--- src/rtl/vga_timing_pkg.sv ---
// Shared constants for the VGA timing generator: 640x480@60 mode defaults,
// the pixel-width helper and the bundle carried through the sync delay line.
package vga_timing_pkg;

    localparam int DEF_H_WIDTH  = 640;
    localparam int DEF_H_PORCH  = 656;
    localparam int DEF_H_SYNCH  = 752;
    localparam int DEF_H_RAW    = 800;
    localparam int DEF_V_HEIGHT = 480;
    localparam int DEF_V_PORCH  = 490;
    localparam int DEF_V_SYNCH  = 492;
    localparam int DEF_V_RAW    = 525;

    function automatic int bpp(input int bits_per_color);
        return 3 * bits_per_color;
    endfunction

    typedef struct packed {
        logic rd;
        logic hs;
        logic vs;
    } sync_bus_t;

endpackage

--- src/rtl/vga_sync_delay.sv ---
// N-stage shift register that holds {rd,hs,vs} back until the requested
// pixel returns; every stage clears on reset.
module vga_sync_delay
    import vga_timing_pkg::*;
#(
    parameter int N = 2
) (
    input  logic      clk,
    input  logic      rst,
    input  sync_bus_t din,
    output sync_bus_t dout
);

    sync_bus_t stages [N];

    always_ff @(posedge clk or posedge rst) begin
        if (rst) begin
            for (int i = 0; i < N; i++) stages[i] <= '0;
        end else begin
            stages[0] <= din;
            for (int i = 1; i < N; i++) stages[i] <= stages[i-1];
        end
    end

    assign dout = stages[N-1];

endmodule

--- src/rtl/vga_timing_gen.sv ---
// Raster timing generator with pixel-return alignment of de/hsync/vsync.
// Define VGA_TIMING_SHADOW_EN to latch the mode inputs once per frame.
module vga_timing_gen
    import vga_timing_pkg::*;
#(
    parameter int BITS_PER_COLOR  = 4,
    parameter int HW              = 12,
    parameter int VW              = 12,
    parameter int PIPE_DLY        = 2,
    parameter int SYNC_ACTIVE_LOW = 1,
    localparam int BPP            = bpp(BITS_PER_COLOR)
) (
    input  logic           i_pixclk,
    input  logic           i_reset,
    input  logic [HW-1:0]  i_hm_width,
    input  logic [HW-1:0]  i_hm_porch,
    input  logic [HW-1:0]  i_hm_synch,
    input  logic [HW-1:0]  i_hm_raw,
    input  logic [VW-1:0]  i_vm_height,
    input  logic [VW-1:0]  i_vm_porch,
    input  logic [VW-1:0]  i_vm_synch,
    input  logic [VW-1:0]  i_vm_raw,
    output logic [HW-1:0]  o_width,
    output logic [VW-1:0]  o_height,
    output logic           o_rd,
    output logic           o_newline,
    output logic           o_newframe,
    input  logic [BPP-1:0] i_pixel,
    output logic [BPP-1:0] o_pixel,
    output logic           o_de,
    output logic           o_hsync,
    output logic           o_vsync
);

    logic [HW-1:0] h_width, h_porch, h_synch, h_raw, h_last, hpos;
    logic [VW-1:0] v_height, v_porch, v_synch, v_raw, v_last, vpos;
    logic          line_end, frame_end, hs, vs;
    sync_bus_t     dly;

    // A zero total is treated as one clock/line so the counters still wrap.
    assign h_last    = (h_raw == '0) ? '0 : h_raw - HW'(1);
    assign v_last    = (v_raw == '0) ? '0 : v_raw - VW'(1);
    assign line_end  = (hpos >= h_last);
    assign frame_end = line_end && (vpos >= v_last);

`ifdef VGA_TIMING_SHADOW_EN
    always_ff @(posedge i_pixclk or posedge i_reset) begin
        if (i_reset) begin
            h_width  <= HW'(DEF_H_WIDTH);
            h_porch  <= HW'(DEF_H_PORCH);
            h_synch  <= HW'(DEF_H_SYNCH);
            h_raw    <= HW'(DEF_H_RAW);
            v_height <= VW'(DEF_V_HEIGHT);
            v_porch  <= VW'(DEF_V_PORCH);
            v_synch  <= VW'(DEF_V_SYNCH);
            v_raw    <= VW'(DEF_V_RAW);
        end else if (frame_end) begin
            h_width  <= i_hm_width;
            h_porch  <= i_hm_porch;
            h_synch  <= i_hm_synch;
            h_raw    <= i_hm_raw;
            v_height <= i_vm_height;
            v_porch  <= i_vm_porch;
            v_synch  <= i_vm_synch;
            v_raw    <= i_vm_raw;
        end
    end
`else
    always_comb begin
        h_width  = i_hm_width;
        h_porch  = i_hm_porch;
        h_synch  = i_hm_synch;
        h_raw    = i_hm_raw;
        v_height = i_vm_height;
        v_porch  = i_vm_porch;
        v_synch  = i_vm_synch;
        v_raw    = i_vm_raw;
    end
`endif

    assign o_width  = h_width;
    assign o_height = v_height;

    always_ff @(posedge i_pixclk or posedge i_reset) begin
        if (i_reset) begin
            hpos <= '0;
            vpos <= '0;
        end else if (line_end) begin
            hpos <= '0;
            vpos <= (vpos >= v_last) ? '0 : vpos + VW'(1);
        end else begin
            hpos <= hpos + HW'(1);
        end
    end

    // o_rd is a request without back-pressure: the pixel source must return
    // each requested pixel on i_pixel exactly PIPE_DLY cycles after its o_rd.
    always_ff @(posedge i_pixclk or posedge i_reset) begin
        if (i_reset) begin
            o_rd       <= 1'b0;
            o_newline  <= 1'b0;
            o_newframe <= 1'b0;
            hs         <= 1'b0;
            vs         <= 1'b0;
        end else begin
            o_rd       <= (hpos < h_width) && (vpos < v_height);
            o_newline  <= (h_width != '0) && (hpos == h_width) && (vpos < v_height);
            o_newframe <= (h_width != '0) && (v_height != '0) && (hpos == h_width)
                          && (vpos == v_height - VW'(1));
            hs         <= (hpos >= h_porch) && (hpos < h_synch);
            vs         <= (vpos >= v_porch) && (vpos < v_synch);
        end
    end

    vga_sync_delay #(.N(PIPE_DLY)) u_sync_delay (
        .clk  (i_pixclk),
        .rst  (i_reset),
        .din  ('{rd: o_rd, hs: hs, vs: vs}),
        .dout (dly)
    );

    always_ff @(posedge i_pixclk or posedge i_reset) begin
        if (i_reset) begin
            o_de    <= 1'b0;
            o_pixel <= '0;
            o_hsync <= (SYNC_ACTIVE_LOW != 0);
            o_vsync <= (SYNC_ACTIVE_LOW != 0);
        end else begin
            o_de    <= dly.rd;
            o_pixel <= dly.rd ? i_pixel : '0;
            o_hsync <= (SYNC_ACTIVE_LOW != 0) ? ~dly.hs : dly.hs;
            o_vsync <= (SYNC_ACTIVE_LOW != 0) ? ~dly.vs : dly.vs;
        end
    end

endmodule

--- config.mk ---
export PLATFORM = sky130hd
export DESIGN_NAME = vga_timing_gen
export DESIGN_NICKNAME = d
export VERILOG_FILES = /design/src/rtl/vga_timing_pkg.sv /design/src/rtl/vga_sync_delay.sv /design/src/rtl/vga_timing_gen.sv
export SDC_FILE = /design/constraint.sdc
export NUM_CORES = 1
export LEC_CHECK = 0
export ABC_AREA = 1
export BUFFER_PORTS_ARGS = -buffer_cell sky130_fd_sc_hd__buf_2
export CORE_UTILIZATION = 59
export DETAILED_ROUTE_END_ITERATION = 7
export PLACE_DENSITY = 0.88
export SLEW_MARGIN = 20
export SYNTH_ARGS = -nofsm -noshare
export SYNTH_HDL_FRONTEND = slang
export SYNTH_SLANG_ARGS = --single-unit
--- constraint.sdc ---
create_clock -name i_pixclk -period 4.25 [get_ports i_pixclk]
set_input_delay 0.2125 -clock i_pixclk [delete_from_list [all_inputs] [get_ports i_pixclk]]
set_output_delay 0.2125 -clock i_pixclk [all_outputs]
set_load 0.05 [all_outputs]
* Yosys cells after proc, flatten, opt, wreduce, memory -nomap -nowiden
Index checks and enable logic that the tools add are counted. Widths: inputs -> output; s select.
Word-level totals: bits in latches 0, memory bits (read-only) 0, bits in writable memories 0, output and inout port bits 42, bits in registers 50, input port bits 110, logic and storage cells 51, memories kept 0
Cells by class: shift operators 0, div/mod/pow operators 0, bitwise operators 2, add/subtract/negate cells 5, $lt $le $gt $ge 8, mux-type cells 5, equality and inequality tests 2, reduce and logical (&&, ||, !) cells 12, $mul 0
Operators by type and width (number):
- $mux 12 | 5
- $ge 12x12->1 | 4
- $lt 12x12->1 | 4
- $sub 12x1->12 const B | 3
- $add 12x1->12 const B | 2
- $eq 12x12->1 | 2
- $logic_not 12->1 | 2
- $reduce_bool 12->1 | 2
- $logic_and 1x1->1 | 8
- $not 1->1 | 2

* Logic depth before layout (Yosys ltp)
depth in word-level cells 4, mapped depth 20, gate-level depth less buffers 19

* By module
Synthesis repeated with hierarchy kept, for this count alone.
Second synthesis, totals: cell total of the unflattened synthesis 844, area total of the unflattened synthesis 5748.0 um^2
By module, submodules not included:
- vga_timing_gen | seq. area each 1103.6 um^2, instances 1, area an instance 5571.6 um^2, cells each 834
- vga_sync_delay | seq. area each 150.1 um^2, instances 1, area an instance 176.4 um^2, cells each 10

* Least setup slack after synthesis
OpenSTA, ideal clock, no wires.
path type input port to flip-flop, start point input i_vm_raw[1], end point register vpos[0], stages on the path 15, setup slack 2.191 ns, buffers on the path 1, arrival 1.994 ns, setup time 0.065 ns, required time 4.185 ns, path through nor2_1 > nand2_1 > nor2_1 > nand2_1 > nor3_2 > xor2_1 > nand2_1 > ha_1 > a21o_1 > nor2_1 > nand3_1 > nor2_1 > buf_4 > nand3_1 > nand2_1
On the way: word-level cells in the longest chain between the ends 4, elaborated cells on any way between the ends 5, those cells by class 1 x add/sub; 1 x order compare; 2 x mux; 1 x reduce/logical
RTL lines:
- start, declared | line vga_timing_gen.sv:22 | input logic [VW-1:0] i_vm_raw,
- $sub 12x1->12 / $logic_not 12->1 (equally long branches) | line vga_timing_gen.sv:42 | assign v_last = (v_raw == '0) ? '0 : v_raw - VW'(1);
- $mux 12 (*) | line vga_timing_gen.sv:42
- $ge 12x12->1 (*) | line vga_timing_gen.sv:90 | vpos <= (vpos >= v_last) ? '0 : vpos + VW'(1);
- $mux 12 (*) | line vga_timing_gen.sv:90
- end signal, assigned | line vga_timing_gen.sv:90
- end, declared | line vga_timing_gen.sv:36 | logic [VW-1:0] v_height, v_porch, v_synch, v_raw, v_last, vpos;
Mark *: on every way between the ends. The rest lies on a longest branch, timed or not. A chain may end at the register's enable or synchronous reset.

* Final worst setup path
start point input i_vm_raw[4], end point register vpos[9]
The elaborated chain is that of the path after synthesis.

==> run metrics <==
status=complete, no violations; delay of the slowest critical-path stage=~0.6 ns; first-pass GRT wire length=21300 µm; power per cell area=296 nW/µm²; Post-CTS Hold Buffers=0; die width=100 µm; Mapped Area=5720 µm²; Cell Rows=35; Starting DRT DRC Count=240; Final HPWL DP=~10000 µm; # fillers=836; final worst setup slack=1.76 ns; Die ar.=10100 µm²; # setup viols final=0; Rel. slew slack=between 40 and 50%; Final Cycle Share=approximately 59%; Worst Max-Slew Pin Slew=0.825 ns; CP Max Fanout=12; GRT overflow=0; setup repair after global routing missed its margin=no; detailed-route via count=about 5600; IO Port Bufs=151; DR vias/cell=5.07; worst-path cell chain=buf_2, nor2_2, nand2_1, nor2_1, nand2_1, nor3_2, xor2_1, nand2_1, ha_1, a21o_1, nor2_1, nand3_1, nor2_1, nand3_1, nand2_1; vias in the first global route=about 5100; ANT cells=0; Ports=152; Top delay family on crit path=simple AND/OR/NAND/NOR gates; initial antenna violation count=0; Critical Path Most Common Cell=nand2_1; RD Place Congestion=0.862; GR peak layer=met2; DRC Markers=0; worst slack at placement=1.46 ns; Leak=4.00 nW; CTS Buf Count=5; Tot Pwr=1.93 mW; setup bufs post-CTS=0; Crit. End Element=flip-flop; Bufs and invs on worst path=1; Synth cell types=36; Syn Area/Cell=6.81 µm²; crit path time final=2.49 ns; Final Hold Vio Count=0; fraction of layout cells with a size suffix above 1=19.3%; Critical Path AT=2.73 ns; Slew Viols, Final=0; pin count of the biggest net entering global routing=51; setup TNS=0 ns; clock sinks=50; CP Launch Type=primary input; critical path's slowest cell=nor2_1; buffer depth of the longest clock path=2; WP data required=4.49 ns; Post-Syn Instances=840; GR Util met3=about 1.7%; GR Util All Layers=25.7%; # H-tree levels=2; global routing met2 resource utilization=about 50%; post-CTS sizing=0; CTS tree=built; clock-pin slew on the worst setup and hold paths=~0.090 ns; remaining antenna violation count after routing=0; Yosys reg bits=50; maxcap violations=0; layout overhead on the synthesized area=13.6%; Warnings, synthesis=0; Final nets=1179; Routed WL per cell=11.5 µm; Core Box Area=slightly above 9000 µm²; met1 Use GR=31.4%; maximum VDD drop=0.000203 V; sequential-to-total area share from yosys stat=21.9%; Hold Path Class=primary input to async pin; CTS root buffer=clkbuf_8; Worst Setup Path Type=primary input to flip-flop; post-route clock skew=0.00984 ns; Clk Latency, worst-skew pair=0.30 ns; f_max=402 MHz; final wirelength=roughly 13000 µm; Starting Density=about three fifths; syn_nets=1051; die span in y=100 µm; Pre-Repair DR Iteration Count=6
==> through the flow <==
step	std cells	util (%)	hold WS, ns	instance area, µm²
2_1_floorplan	840	-	0.316	5720
3_3_place_gp	1090	68.7	0.333	6410
3_5_place_dp	1090	68.7	0.344	6410
4_1_cts	1098	69.7	0.0894	6500
5_1_grt	1098	69.7	0.100	6500
6_report	1098	69.7	0.0412	6500
==> where the power goes <==
part	leakage (nW)	internal (mW)	switching, mW
sequential	0.631	0.558	0.155
combinational	3.32	0.353	0.580
clock	0.0458	0.120	0.161
total	4.00	1.03	0.896
==> worst register-to-register path: cells and delay by family (launching register included) <==
kind	cells	cell delay, ns
flip-flops	1	0.66
buffers and inverters	1	0.05
AND/OR/NAND/NOR	8	1.17
adder cells (fa/ha/maj)	1	0.32
==> worst paths after layout <==
kind / start / to / slack, ns / cells past startpoint
min: i_reset / o_pixel[11]$_DFF_PP0_ / 0.04 / 2
max in group asynchronous: i_reset / hpos[6]$_DFF_PP0_ / 3.71 / 2
min reg2reg: hs$_DFF_PP0_ / u_sync_delay.stages[4]$_DFF_PP0_ / 0.35 / 0
min in group i_pixclk: i_pixel[10] / o_pixel[10]$_DFF_PP0_ / 0.10 / 3
max reg2reg: vpos[6]$_DFFE_PP0P_ / vpos[9]$_DFFE_PP0P_ / 2.00 / 10
max: i_vm_raw[4] / vpos[9]$_DFFE_PP0P_ / 1.76 / 15
==> logic make-up after synthesis <==
| logic type | count (synthesis) | share of synthesized area (%) |
|---|---|---|
| simple gates | 399 | 30.4 |
| fa+ha+maj | 101 | 22.1 |
| flops | 50 | 21.9 |
| xor+xnor | 24 | 3.67 |
| compound gates | 81 | 7.70 |
| buf+inv | 185 | 14.2 |
==> sequential cells by signal, indices dropped and copies added (netlist names) <==
signal	cells
o_vsync	1
o_rd	1
o_de	1
o_newframe	1
o_pixel	12
o_newline	1
u_sync_delay.dout	3
vs	1
hpos	12
u_sync_delay.stages	3
o_hsync	1
vpos	12
hs	1
==> cell usage after synthesis (all sizes together) <==
cell	count	area, µm²
nor4	4	25.0
dfstp	2	52.6
o21ai	21	105
clkbuf	1	3.75
nor3b	1	12.5
o21bai	7	52.6
a31o	2	17.5
a21o	1	7.51
o21a	1	7.51
dfrtp	48	1200
nand3b	3	26.3
nor2	96	380
or2	5	31.3
nand3	60	305
and3	1	6.26
buf	29	226
inv	155	584
xor2	17	149
a21oi	47	235
nand4	12	81.3
xnor2	7	61.3
ha	101	1260
nor3	14	101
a211oi	2	15.0
nand2	203	769
==> layout by cell type, fill, tap and decap left out, types with 2 or more instances in the layout <==
cell type,Yosys,final
a211oi_1,2,2
a21oi_1,47,47
a31o_2,2,2
buf_2,1,151
clkbuf_8,0,5
dfrtp_1,48,48
dfstp_2,2,2
ha_1,101,101
inv_1,154,153
nand2_1,202,202
nand3_1,59,59
nand3b_1,2,2
nand4_1,11,11
nor2_1,88,88
nor2_2,8,8
nor3_1,9,9
nor3_2,4,4
nor4_1,4,4
o21ai_0,20,20
o21bai_1,7,7
or2_2,5,5
xnor2_1,7,7
xor2_1,17,17
==> layer usage <==
layer / vias up / part of all wire (%)
li1: 2919 / -
met1: 2444 / 44
met2: 192 / 49
met3: 15 / 5.2
met4: 0 / 1.3
met5: - / 0
==> layout make-up <==
cell class / count / area (µm²) / area share (%)
clock buffer: 6 / 72.6 / 1.12
clock inverter: 2 / 17.5 / 0.269
inverter: 155 / 586 / 9.01
multi-input combinational: 605 / 3650 / 56.2
sequential: 50 / 1250 / 19.3
tap: 129 / 161 / 2.48
timing repair buffer: 151 / 756 / 11.6
No activity file was read; power rests on OpenSTA's default activity.
